<file path="config.mk">
export PLATFORM = sky130hd
export DESIGN_NAME = qdiv_arb
export DESIGN_NICKNAME = d
export VERILOG_FILES = /design/src/rtl/qdiv_arb.sv
export SDC_FILE = /design/constraint.sdc
export NUM_CORES = 1
export LEC_CHECK = 0
export ABC_AREA = 1
export CAP_MARGIN = 10
export CORE_AREA = 3 3 155 157
export CTS_CLUSTER_DIAMETER = 80
export DETAILED_ROUTE_END_ITERATION = 6
export DIE_AREA = 0 0 158 160
export PLACE_DENSITY = 0.78
export SKIP_LAST_GASP = 1
export SLEW_MARGIN = 20
export SYNTH_ARGS = -nofsm -noshare
export SYNTH_HDL_FRONTEND = slang
export SYNTH_SLANG_ARGS = --single-unit
</file>
<file path="constraint.sdc">
create_clock -name clk -period 5.5 [get_ports clk]
set_clock_uncertainty 0.15 [all_clocks]
set_input_delay 0.825 -clock clk [delete_from_list [all_inputs] [get_ports clk]]
set_output_delay 0.825 -clock clk [all_outputs]
set_load 0.005 [all_outputs]
</file>
<file path="src/rtl/qdiv_arb.sv">
// rtl/qdiv_arb.sv - round-robin arbiter sharing one signed-magnitude fixed-point divider
module qdiv_arb #(
  parameter int Q    = 15,
  parameter int N    = 32,
  parameter int NREQ = 4,
  parameter int TMO  = 64,
  localparam int IW  = (NREQ > 1) ? $clog2(NREQ) : 1,
  localparam int TW  = (TMO > 1) ? $clog2(TMO) : 1
) (
  input  logic               clk,
  input  logic               rst_n,
  input  logic [NREQ-1:0]    req,
  input  logic [NREQ*N-1:0]  req_dividend,
  input  logic [NREQ*N-1:0]  req_divisor,
  output logic [NREQ-1:0]    gnt,
  output logic               rsp_valid,
  input  logic               rsp_ready,
  output logic [IW-1:0]      rsp_id,
  output logic [N-1:0]       rsp_quotient,
  output logic               rsp_dbz,
  output logic               rsp_tmo,
  output logic [N-1:0]       div_dividend,
  output logic [N-1:0]       div_divisor,
  output logic               div_start,
  input  logic [N-1:0]       div_quotient,
  input  logic               div_done
);

  // The fraction must leave room for at least the sign bit in the word.
  if (Q < 0 || Q >= N - 1) begin : g_bad_q
    $error("qdiv_arb: Q must lie in [0, N-2]");
  end
  if (TMO < 2) begin : g_bad_tmo
    $error("qdiv_arb: TMO must be at least 2");
  end

  typedef enum logic [1:0] {S_IDLE, S_LAUNCH, S_WAIT, S_RESP} state_t;

  state_t          state_q, state_d;
  logic [IW-1:0]   ptr_q, ptr_d;
  logic [TW-1:0]   timer_q, timer_d;
  logic [IW-1:0]   rsp_id_q, rsp_id_d;
  logic [N-1:0]    rsp_quotient_q, rsp_quotient_d;
  logic            rsp_dbz_q, rsp_dbz_d;
  logic            rsp_tmo_q, rsp_tmo_d;
  logic [N-1:0]    div_dividend_q, div_dividend_d;
  logic [N-1:0]    div_divisor_q, div_divisor_d;
  logic [NREQ-1:0] gnt_raw;

  logic [N-1:0]    dvd_a [NREQ];
  logic [N-1:0]    dvs_a [NREQ];
  logic            sel_found;
  logic [IW-1:0]   sel_idx;
  logic [N-1:0]    sel_dvd;
  logic [N-1:0]    sel_dvs;
  int              cand;

  for (genvar g = 0; g < NREQ; g++) begin : g_unpack
    assign dvd_a[g] = req_dividend[g*N +: N];
    assign dvs_a[g] = req_divisor[g*N +: N];
  end

  // Rotating priority search: first request at or above ptr_q, wrapping around.
  always_comb begin
    sel_found = 1'b0;
    sel_idx   = '0;
    cand      = 0;
    for (int k = 0; k < NREQ; k++) begin
      cand = (int'(ptr_q) + k) % NREQ;
      if (!sel_found && req[IW'(cand)]) begin
        sel_found = 1'b1;
        sel_idx   = IW'(cand);
      end
    end
  end

  assign sel_dvd = dvd_a[sel_idx];
  assign sel_dvs = dvs_a[sel_idx];

  // Next-state and datapath: grant/capture in IDLE, timed wait for the divider, hold response.
  always_comb begin
    state_d        = state_q;
    ptr_d          = ptr_q;
    timer_d        = timer_q;
    rsp_id_d       = rsp_id_q;
    rsp_quotient_d = rsp_quotient_q;
    rsp_dbz_d      = rsp_dbz_q;
    rsp_tmo_d      = rsp_tmo_q;
    div_dividend_d = div_dividend_q;
    div_divisor_d  = div_divisor_q;
    gnt_raw        = '0;
    unique case (state_q)
      S_IDLE: begin
        if (sel_found) begin
          gnt_raw[sel_idx] = 1'b1;
          ptr_d            = IW'((int'(sel_idx) + 1) % NREQ);
          rsp_id_d         = sel_idx;
          div_dividend_d   = sel_dvd;
          div_divisor_d    = sel_dvs;
          // A zero magnitude (either sign) never reaches the divider.
          if (sel_dvs[N-2:0] == '0) begin
            state_d        = S_RESP;
            rsp_dbz_d      = 1'b1;
            rsp_tmo_d      = 1'b0;
            rsp_quotient_d = {sel_dvd[N-1] ^ sel_dvs[N-1], {(N-1){1'b1}}};
          end else begin
            state_d = S_LAUNCH;
          end
        end
      end
      S_LAUNCH: begin
        timer_d = '0;
        state_d = S_WAIT;
      end
      S_WAIT: begin
        // timer_q == 0 marks the first WAIT cycle, where done may still be left over.
        if (timer_q != '0 && div_done) begin
          rsp_quotient_d = div_quotient;
          rsp_dbz_d      = 1'b0;
          rsp_tmo_d      = 1'b0;
          state_d        = S_RESP;
        end else if (timer_q == TW'(TMO - 1)) begin
          rsp_quotient_d = '0;
          rsp_dbz_d      = 1'b0;
          rsp_tmo_d      = 1'b1;
          state_d        = S_RESP;
        end else begin
          timer_d = timer_q + TW'(1);
        end
      end
      S_RESP: begin
        if (rsp_ready) state_d = S_IDLE;
      end
      default: state_d = S_IDLE;
    endcase
  end

  // State and captured operands/results; reset abandons any operation in flight.
  always_ff @(posedge clk or negedge rst_n) begin
    if (!rst_n) begin
      state_q        <= S_IDLE;
      ptr_q          <= '0;
      timer_q        <= '0;
      rsp_id_q       <= '0;
      rsp_quotient_q <= '0;
      rsp_dbz_q      <= 1'b0;
      rsp_tmo_q      <= 1'b0;
      div_dividend_q <= '0;
      div_divisor_q  <= '0;
    end else begin
      state_q        <= state_d;
      ptr_q          <= ptr_d;
      timer_q        <= timer_d;
      rsp_id_q       <= rsp_id_d;
      rsp_quotient_q <= rsp_quotient_d;
      rsp_dbz_q      <= rsp_dbz_d;
      rsp_tmo_q      <= rsp_tmo_d;
      div_dividend_q <= div_dividend_d;
      div_divisor_q  <= div_divisor_d;
    end
  end

  // gnt is combinational from req, so it is also forced low while reset is held.
  assign gnt          = gnt_raw & {NREQ{rst_n}};
  assign div_start    = (state_q == S_LAUNCH);
  assign rsp_valid    = (state_q == S_RESP);
  assign rsp_id       = rsp_id_q;
  assign rsp_quotient = rsp_quotient_q;
  assign rsp_dbz      = rsp_dbz_q;
  assign rsp_tmo      = rsp_tmo_q;
  assign div_dividend = div_dividend_q;
  assign div_divisor  = div_divisor_q;

endmodule
</file>
# After elaboration in Yosys (flattened, before gate mapping)
# Index checks and enable logic that the tools add are counted.
dict set report word_totals {
  reg_bits 110
  inputBits 296
  wordCells 105
}
dict set report classes {
  n_addsub 5
  n_lt_le_gt_ge 7
  n_eq_ne 10
  n_mux 54
  n_bitwise 3
  reduce_logical 17
}
# operator count
set op_table {}
lappend op_table {{$mux 32} 8}
lappend op_table {{$bmux 32 s2} 2}
lappend op_table {{$pmux 32 s2} 1}
lappend op_table {{$logic_not 31->1} 1}
lappend op_table {{$mux 1} 21}
lappend op_table {{$mux 2} 9}
lappend op_table {{$lt 2x4->1 const B} 4}
lappend op_table {{$mux 6} 2}
lappend op_table {{$pmux 6 s2} 1}
lappend op_table {{$bmux 1 s2} 4}
lappend op_table {{$mux 4} 2}
lappend op_table {{$ne 2x2->1 const B} 4}
lappend op_table {{$pmux 2 s4} 1}
lappend op_table {{$add 6x1->6 const B} 1}
lappend op_table {{$eq 6x6->1 const B} 1}
lappend op_table {{$reduce_and 3->1} 2}
lappend op_table {{$reduce_bool 6->1} 1}
lappend op_table {{$logic_and 1x1->1} 5}
lappend op_table {{$add 2x1->2 const B} 2}
lappend op_table {{$add 2x2->2 const B} 2}
lappend op_table {{$and 4x4->4} 1}
lappend op_table {{$eq 2x2->1 const B} 2}
lappend op_table {{$pmux 1 s2} 2}
lappend op_table {{$reduce_and 4->1} 1}
lappend op_table {{13 further kinds} 16}

# Depth between registers and ports, before layout
dict set report depth {
  word_depth 21
  ltp_mapped 25
  ltp_nobuf 22
}

# Worst setup path after synthesis
# OpenSTA, ideal clock, no wires.
dict set report synth_timing {
  path_kind {input port to output port}
  from {input port req[3]}
  to {output port gnt[0]}
  t_arrival_ns 2.663
  setup_slack_ns 1.862
  path_stages 15
  n_path_buf 5
  cell_sequence {inv_1 -> nand2_1 -> nand3_1 -> nand2_1 -> inv_2 -> nand3_1 -> buf_4 -> nand3_2 -> buf_2 -> clkbuf_1 -> buf_2 -> buf_2 -> ha_1 -> inv_1 -> nor2_1}
}
dict set report synth_via {
  elab_chain_len 20
  elab_cells_between_ends 34
  cone_classes {order compare (2); mux (24); bitwise (1); reduce/logical (7)}
}
# item line_no
set synth_lines {}
lappend synth_lines {{start, declared} 12} ;# input logic [NREQ-1:0] req,
lappend synth_lines {{$bmux 1 s2} 70} ;# if (!sel_found && req[IW'(cand)]) begin
lappend synth_lines {{$mux 1 (implied by the code) (2 in a row)} 70}
lappend synth_lines {{$mux 1} 70}
lappend synth_lines {{$logic_not 1->1} 70}
lappend synth_lines {{$logic_and 1x1->1} 70}
lappend synth_lines {{$mux 1} 70}
lappend synth_lines {{$logic_not 1->1} 70}
lappend synth_lines {{$logic_and 1x1->1} 70}
lappend synth_lines {{(+3 left out)} --}
lappend synth_lines {{$mux 2} 70}
lappend synth_lines {{$lt 2x3->1 (implied by the code) or $ge 2x1->1 (tied branches)} 95} ;# gnt_raw[sel_idx] = 1'b1;
lappend synth_lines {{$logic_and 1x1->1 (implied by the code)} 95}
lappend synth_lines {{$mux 1 (implied by the code)} 95}
lappend synth_lines {{$demux 1 s2} 95}
lappend synth_lines {{$mux 4 (*)} 94} ;# if (sel_found) begin
lappend synth_lines {{$mux 4 (*)} 92} ;# unique case (state_q)
lappend synth_lines {{$and 4x4->4 (*)} 164} ;# assign gnt = gnt_raw & {NREQ{rst_n}};
lappend synth_lines {{end, declared} 15} ;# output logic [NREQ-1:0] gnt,
# Mark *: on every way between the ends. The rest lies on a longest branch, timed or not. The select of a mux whose other input is x is not followed.

# Final worst setup path
dict set report layout_timing {
  from {input port req[3]}
  to {output port gnt[1]}
}
# Same word-level chain as after synthesis.

==> impl_metrics.json <==
{
  "rr_endpoint": "rsp_dbz",
  "slew_headroom_pct": 28.20,
  "worstPathMaxFanout": 74,
  "die_h_um": 160,
  "fill_cells": 2184,
  "synthesis.nets": 1323,
  "clock_path_buffers": 2,
  "track_usage_pct": 22.44,
  "whs_ns": 0.2467,
  "ys.flop_type": "dfrtp_1",
  "place_hpwl_um": 22270,
  "slew_viol_final": 0,
  "rsz0062_at_grt": "no",
  "gp_congestion": 0.8143,
  "ys_seq_elements": 110,
  "grt_pass1_vias": 8059,
  "grt_max_degree": 114,
  "areaGrowthSynthToFinish_pct": 62.73,
  "fin_nets": 1675,
  "post_drt_via_cell_ratio": 5.092,
  "cts_resized": 0,
  "synth_top_family_by_area": "simple AND/OR/NAND/NOR gates",
  "overflow": 0,
  "finalSetupTns_ns": 0,
  "synth_top_area_share_pct": 38.73,
  "setup_viol": 0,
  "cts.root.buffer_cell": "clkbuf_16",
  "min_path_type": "in2async",
  "synth.area.mux_share_pct": 3.239,
  "routed_wl_um": 29940,
  "ff2ff_path_depth": 20,
  "drive_above_1_share_pct": 4.079,
  "synth_top_area_cell": "dfrtp_1",
  "fin_crit_sh_pct": 84.25,
  "row_count": 55,
  "synthesis.area_um2": 7108,
  "status": "finished, final reports clean",
  "worstPathArrival_ns": 3.66,
  "crit_type": "in2out",
  "yosys-top-cells-area": "dfrtp_1 39%, nand2_1 20%, nand3_1 7.8%, o21ai_0 5.4%, nor2_1 4.1%",
  "syn_area_per_cell_um2": 6.996,
  "die_area_um2": 25280,
  "reg2reg_from": "ptr_q[0]",
  "hold_viol": 0,
  "insertion_delay_ns": 0.35,
  "synth_xor_area_share_pct": 0.1232,
  "synthAdderAreaFrac_pct": 1.936,
  "min_period_ns": 4.634,
  "antenna_found_initial": 3,
  "slowest_stage": "buf_4",
  "peakVddDrop_mv": 0.5743,
  "h-tree-depth": 3,
  "max_freq_mhz": 215.8,
  "numClockSinks": 110,
  "die_w_um": 158,
  "ff2ff_setup_slack_ns": 1.27,
  "synthArstFlopShare_pct": 100.0,
  "required_ns": 4.53,
  "cpPeakStageDelay_ns": 0.68,
  "synth.most_common_cell": "nand2_1",
  "port-buffer-count": 401,
  "ys_top_cells_by_count": "384 x nand2_1, 111 x nand3_1, 110 x dfrtp_1",
  "placed_area_um2": 11250,
  "synth_compound_area_share_pct": 11.81,
  "ys_types": 35,
  "clk_pin_slew_ns": 0.09,
  "drtIter0Drc": 528,
  "path_cells": "clkdlybuf4s50_1 > inv_1 > nand2_1 > nand3_1 > nand2_1 > nor2_4 > nand3_1 > nand2_2 > buf_4 > ha_1 > inv_1 > nor2_1 > clkdlybuf4s50_1",
  "start_util_pct": 31.40,
  "firstDrtPassIters": 7,
  "post_cts_buffers": 0,
  "tightest_slew_ns": 1.077,
  "cts_hold_buf": 0,
  "power_density_nw_per_um2": 694.8,
  "cts_tree": "yes",
  "p_leak_nw": 5.080,
  "ant_nets": 0,
  "synthCells": 1016,
  "synth_edf_count": 0,
  "wl_per_cell_um": 18.05,
  "ios": 402,
  "yosys.area_share.simple_pct": 37.09,
  "numCtsBuffers": 9,
  "grt_pass1_wl_um": 44700,
  "route.detailed.drc": 0,
  "cp-start-kind": "primary input",
  "core_um2": 22640,
  "ys.warnings.count": 0,
  "vias": 8448,
  "end_kind": "primary output",
  "cap_violations": 0,
  "synth-seq-area-share_pct": 38.73,
  "design_area_um2": 11570
}
state kept, by name (all words and copies together), names as in the netlist:
signal,flops
div_divisor,32
rsp_id,2
rsp_tmo,1
ptr_q,2
div_dividend,32
timer_q,6
state_q,2
rsp_quotient,32
rsp_dbz,1
per-layer routing:
metal  up-vias  global-route usage (%)  part of all wire [%]
met4         2                   8.095                   2.9
met2       368                   39.51                    51
met5         -                       0                 0.063
met1      3936                   26.28                    38
li1       4089                       -                     -
met3        53                   5.501                   8.2
final cells by class:
class                      instances  area [um2]  area share [%]
antenna                            1       2.502         0.02163
clock buffer                       9       225.2           1.947
clock inverter                     7       91.34          0.7896
inverter                          33       126.4           1.092
multi-input combinational        797        3881           33.55
sequential                       110        2753           23.80
tap                              285       356.6           3.083
timing repair buffer             417        4131           35.72
worst max-delay path: cells and delay by family:
family / cells / cell delay [ns]
simple gates: 7 / 0.79
fa+ha+maj: 1 / 0.27
buf+inv: 5 / 1.75
where the power goes:
group	switching, mW	internal [mW]
sequential	0.236	1.25
combinational	3.57	2.28
clock	0.364	0.334
cells in the final DEF, fill, tap and decap left out, types with 2 or more instances in the layout:
cell type	netlist	layout
buf_4	9	17
o21ai_1	2	2
inv_2	3	3
nor2_4	1	2
o21a_1	2	2
clkinv_1	2	2
nand4_1	36	36
nand3_1	111	111
ha_1	11	11
clkinv_8	0	2
nand2_4	2	3
o311ai_0	8	8
nor3_1	3	3
nand2_1	384	382
inv_12	0	2
dfrtp_1	110	110
clkbuf_16	0	9
inv_1	27	27
mux2i_1	23	23
nand2_2	1	2
o211ai_1	8	8
inv_6	0	3
a21oi_1	6	5
or2_2	8	8
a31oi_1	9	9
o221ai_1	15	15
o21ai_0	76	76
clkdlybuf4s50_1	0	400
nor2_1	77	76
o21bai_1	8	8
through the flow:
step	total power, mW	cells	setup WS (ns)	utilization [%]
final	8.037	1659	0.8665	51.09
after global routing	8.825	1659	0.5642	51.09
after CTS	8.128	1658	0.8788	51.08
after detailed placement	7.401	1642	0.5348	49.68
after global placement	7.280	1642	0.6724	49.68
after floorplan	5.249	1016	1.862	-
kinds of logic after synthesis:
group / Yosys count
AO/OA/AOI/OAI: 137
XOR/XNOR: 1
adder cells (fa/ha/maj): 11
buffers and inverters: 109
flip-flops: 110
multiplexers: 23
AND/OR/NAND/NOR: 625
worst max-delay path by stage:
stage,start,to,slack [ns],depth (start not counted)
after floorplan,req[3],gnt[0],1.86,15
after global placement,req[3],rsp_quotient[4],0.67,20
after detailed placement,req[3],rsp_dbz,0.53,21
after CTS,req[3],gnt[0],0.88,13
after global routing,req[1],rsp_dbz,0.56,21
final,req[3],gnt[1],0.87,13
Power figures use the tool's default switching activity.
==> RTL change 1 (same flow settings) <==
Change the parameter `TMO` from 64 to 32.
--- a/src/rtl/qdiv_arb.sv
+++ b/src/rtl/qdiv_arb.sv
@@ -4,5 +4,5 @@
   parameter int N    = 32,
   parameter int NREQ = 4,
-  parameter int TMO  = 64,
+  parameter int TMO  = 32,
   localparam int IW  = (NREQ > 1) ? $clog2(NREQ) : 1,
   localparam int TW  = (TMO > 1) ? $clog2(TMO) : 1
Behaviour: no difference found for any inputs over 4 cycles, from zero or initial values and one cycle with rst_n low; that may be too few to reach the edited logic, so the function may still have changed.
==> RTL change 1 against the unedited design <==
Combinational power shrank 1%; sequential cell count down 1; synthesized cell count increased by 1.6%; maximum frequency is 2.9% higher; final cell count is 1.0% higher; total power down 1.2%; critical path depth increased by 1; non-clock buffer count shrank 3; final area shrank 0.40%; wire length is 3.1% lower; setup slack gained 130 ps; area after synthesis fell by 0.62%; hold slack better by 5.3 ps; highest routed layer is now met4.
==> RTL change 1: results (changes against the unedited design) <==
- Hold WC Path Type: primary input to asynchronous set/reset pin
- Leakage power total: 0.00510 uW (+0.38%)
- Worst Path Max Fanout: 58 (-22%)
- Delay of the slowest cell on the worst path: 570 ps (-110 ps)
- Synth cell count leaders: nand2_1 (405), nand3_1 (175), dfrtp_1 (109), o21ai_0 (66), nor2_1 (52)
- Synth area leaders: dfrtp_1 (39%), nand2_1 (22%), nand3_1 (12%), o21ai_0 (4.7%), nor2_1 (2.8%)
- Final Wtd Congestion: 0.869 (+6.8%)
- Final wirelength: 29000 um (-3.1%)
- Syn_nets: 1340 (+1.3%)
- DRT Pass-1 Iters: 5 (-2)
- Worst r2r src: ptr_q[0]
- Post-synthesis sequential area ratio: 38.6% (-0.11 points)
- Port Buffers: 401 (unchanged)
- Vias in the first global route: 8282 (+2.8%)
- Per-cell routed wire length: 17.3 um (-4.0%)
- Post-DP Area: 0.0112 sq mm (-0.39%)
- Dominant synthesized flop cell: dfrtp_1
- Clk_lat worst skew: 350 ps (about the same)
- Postcts setup bufs: 0 (unchanged)
- Worst Reg-to-Reg Cells: 21 (+5.0%)
- Run status: completed
- Synth warn: 0 (unchanged)
- EDFF count, synth: 0 (unchanged)
- Largest net degree at the start of global routing: 62 (-46%)
- Mapped Avg Cell Area: 6.85 sq um (-2.2%)
- First-pass GRT wire length: 44100 um (-1.3%)
- Flop2flop setup slack: 1350 ps (+80 ps)
- Hold_buf cts: 0 (unchanged)
- Crit path DAT: 3530 ps (-130 ps)
- Placed wire-length estimate: 22100 um (-0.77%)
- Post-cts sizing count: 0 (unchanged)
- Clk pin slew, worst setup/hold paths: roughly 100 ps
- FF-to-FF End: rsp_dbz
- Delay-heaviest family, CP: buffers and inverters
- H-tree depth: 3 (unchanged)
- Drt via density: 4.95 (-2.8%)
- Synth async-reset ratio: 100% (unchanged)
- Fill count: 2217 (+1.5%)
- Max_slew headroom: 28.4% (+0.20 points)
- CP max stage cell: buf_4
- Placed Instances: 1658 (+0.97%)
- Unique masters post-synth: 34 (-2.9%)
- Layout cell share with drive strength beyond 1: 4.68% (+0.60 points)
- Initial antenna violation count: 2 (-1)
- Clock Path Buffers: 2 (unchanged)
- First DRT Iteration DRCs: 409 (-23%)
- Setup crit start: req[2]
- Maximum VDD drop: 0.000406 V (-29%)
- Tot GR Track Use: 21.9% (-0.49 points)
-- RTL change 1: worst max-delay path by stage --
stage                  endpoint  slack, ps
3_3_place_gp   rsp_quotient[24]        830
5_1_grt        rsp_quotient[15]        730
6_report                 gnt[0]       1000
4_1_cts                  gnt[3]       1000
3_5_place_dp   rsp_quotient[17]        760
2_1_floorplan            gnt[0]       1830
-- RTL change 1: worst reg2reg max path, stage by stage (launching register included) --
cell	delay [ps]
dfrtp_1	570
inv_2	180
nand2_1	110
nand2_2	80
nand2_1	80
nand2_1	50
nand2_1	90
nand2_1	90
nand2_1	80
nand2_2	610
nand3_1	320
nand3_1	100
nand2_1	200
nand2_1	90
nor2_1	100
nand2_1	80
nor2_1	90
nand2_1	120
nand2_4	330
nand2_4	330
nand2_1	160
nand2_1	50
-- RTL change 1: final cells by class --
class	instances	area (sq um)	share of cell area [%]
clock inverters	7	86.3	0.749
diodes	2	5.00	0.0434
clock buffers	9	225	1.95
inverters	35	131	1.14
repair buffers	414	4120	35.8
multi-input cells	815	3870	33.6
well taps	285	357	3.10
flip-flops and latches	109	2730	23.7
-- RTL change 1: through the flow --
stage	setup slack [ps]	power, uW	hold WS [ps]
2_1_floorplan	1830	5230	315
3_3_place_gp	833	7190	305
3_5_place_dp	760	7320	310
4_1_cts	995	8040	259
5_1_grt	730	8760	259
6_report	997	7940	252
-- RTL change 1: kinds of logic after synthesis --
| family | count (synthesis) | share of synthesized area, % |
|---|---|---|
| buffers and inverters | 108 | 6.96 |
| flip-flops | 109 | 38.6 |
| AO/OA/AOI/OAI | 134 | 11.6 |
| AND/OR/NAND/NOR | 660 | 39.5 |
| adder cells (fa/ha/maj) | 12 | 2.13 |
| multiplexers | 9 | 1.28 |
-- RTL change 1: layer usage --
metal  routed length (um)  global-route usage, %  vias to the layer above  share of wire, %
li1                     -                      -                     4101                 -
met1                11600                   25.5                     3838                40
met2                14800                   40.2                      315                51
met3                 1890                   4.17                       40               6.5
met4                  733                   7.08                        0               2.5
met5                    0                      0                        -                 0
-- RTL change 1: report_power, final --
part / internal [uW] / switching (uW)
Clock: 329 / 358
Combinational: 2250 / 3520
Sequential: 1240 / 246
Total: 3810 / 4130
==> RTL change 2 (same flow settings) <==
Made on the original files. Make the reset (`rst_n`) synchronous in one clocked block.
--- a/src/rtl/qdiv_arb.sv
+++ b/src/rtl/qdiv_arb.sv
@@ -137,5 +137,5 @@
 
   // State and captured operands/results; reset abandons any operation in flight.
-  always_ff @(posedge clk or negedge rst_n) begin
+  always_ff @(posedge clk) begin
     if (!rst_n) begin
       state_q        <= S_IDLE;
Check against the original RTL: differs if rst_n is asserted again (counterexample within 4 cycles, from zero or initial values and one cycle with rst_n low); with rst_n held inactive, the same outputs for 4 cycles.
==> RTL change 2 against the unedited design <==
Wire length is 0.14% lower; total power shrank 21%; final area fell by 1.0%; setup slack got worse by 23 ps; largest power group unchanged; area after synthesis shrank 1.2%; core utilization down 0.51 points; sequential cell count unchanged.
==> RTL change 2: results (changes against the unedited design) <==
- Root buf cell: clkbuf_16
- Tot GR Track Use: 22.5% (+0.047 points)
- First DRT Iteration DRCs: 663 (+26%)
- Comb power frac: 69.6% (-3.2 points)
- Placed wire-length estimate: 22200 um (-0.24%)
- Hold depth: 2
- Syn_nets: 1394 (+5.4%)
- DRT Pass-1 Iters: 5 (-2)
- Net switching power: 3210 uW (-23%)
- Final net count: 1737 (+3.7%)
- CP max stage cell: clkdlybuf4s50_1
- Unique masters post-synth: 36 (+2.9%)
- Worst Path Max Fanout: 32 (-57%)
- Vias in the first global route: 8318 (+3.2%)
- Post-Place Setup Slack: 630 ps (+94.9 ps)
- Adder-cell share of the synthesized area: 1.96% (+0.023 points)
- Least-Margin Pin Slew: 891 ps (-186 ps)
- Delay-heaviest family, CP: buffers and inverters
- Postcts setup bufs: 0 (unchanged)
- Synth cell count leaders: nand2_1 (344), dfxtp_1 (110), nand3_1 (105), inv_1 (69), o21ai_0 (67)
- Crit path DAT: 3680 ps (+20 ps)
- Synth area leaders: dfxtp_1 (31%), nand2_1 (18%), nand3_1 (7.5%), o21ai_0 (4.8%), nand4_1 (4.6%)
- Xor and xnor area share after synthesis: 0% (-0.12 points)
- Worst Reg-to-Reg Cells: 22 (+10%)
- Synth async-reset ratio: 0% (-100 points)
- First-pass GRT wire length: 45200 um (+1.2%)
- Leakage power total: 0.00476 uW (-6.2%)
- Post-synthesis cell count: 1087 (+7.0%)
- Run status: completed
- Hold WC Path Type: flip-flop to flip-flop
- Ant diodes: 0 (-1)
- Post-synthesis mux area share: 3.71% (+0.47 points)
- Post-synthesis sequential area ratio: 31.4% (-7.4 points)
- Drt via density: 5.08 (-0.33%)
- Largest net degree at the start of global routing: 100 (-12%)
- Final Wtd Congestion: 0.878 (+7.9%)
- Dominant synthesized flop cell: dfxtp_1
- Fill count: 2242 (+2.7%)
- Layout cell share with drive strength beyond 1: 4.53% (+0.45 points)
- Compound-Gate Fraction of Synth Area: 16.4% (+4.6 points)
- Via count: 8730 (+3.3%)
- Delay of the slowest cell on the worst path: 510 ps (-170 ps)
RTL change 2: final cells by class:
class	instances	area, sq um	share of cell area (%)
Timing Repair Buffer	419	4160	36.3
Multi-Input combinational cell	812	4110	35.9
Sequential cell	110	2200	19.2
Tap cell	285	357	3.11
Inverter	78	295	2.58
Clock buffer	9	225	1.97
Clock inverter	7	105	0.918
RTL change 2: worst paths after layout:
check,from,end,slack [ps]
setup / recovery,req[3],gnt[0],840
hold / removal,rsp_quotient[18],rsp_quotient[18],310
setup reg to reg,ptr_q[0],rsp_quotient[7],1220
hold reg to reg,rsp_quotient[18],rsp_quotient[18],310
RTL change 2: per-stage QoR:
stage | hold WS [ps] | power [uW] | area (sq um)
6_report | 315 | 6330 | 11500
5_1_grt | 330 | 6910 | 11500
4_1_cts | 317 | 6360 | 11500
3_5_place_dp | 305 | 5620 | 11100
3_3_place_gp | 297 | 5540 | 11100
2_1_floorplan | 300 | 4050 | 7020
RTL change 2: layer usage:
metal / part of all wire, % / track usage [%]
met1: 40 / 27.5
met2: 49 / 37.9
met3: 7.9 / 6.07
met4: 3.0 / 7.94
met5: 0 / 0
RTL change 2: logic make-up after synthesis:
family	count (synthesis)
AND/OR/NAND/NOR	581
buffers and inverters	165
multiplexers	26
AO/OA/AOI/OAI	194
flip-flops	110
adder cells (fa/ha/maj)	11
RTL change 2: worst register-to-register path, stage by stage (launching register included):
cell and delay [ps]:
dfxtp_1 580, inv_4 120, nand2_1 100, nand2_2 80, nand2_1 90, nand2_1 90, nor2_4 140, nand3_4 340
nand3_4 240, inv_2 250, buf_4 280, nand2_1 60, nand3_1 60, nand2_1 120, nand2_1 60, nor2_1 80
nand2_1 50, nor2_1 170, nand2_1 190, nand2_4 340, nand2_4 320, nand2_1 160, a21oi_1 70
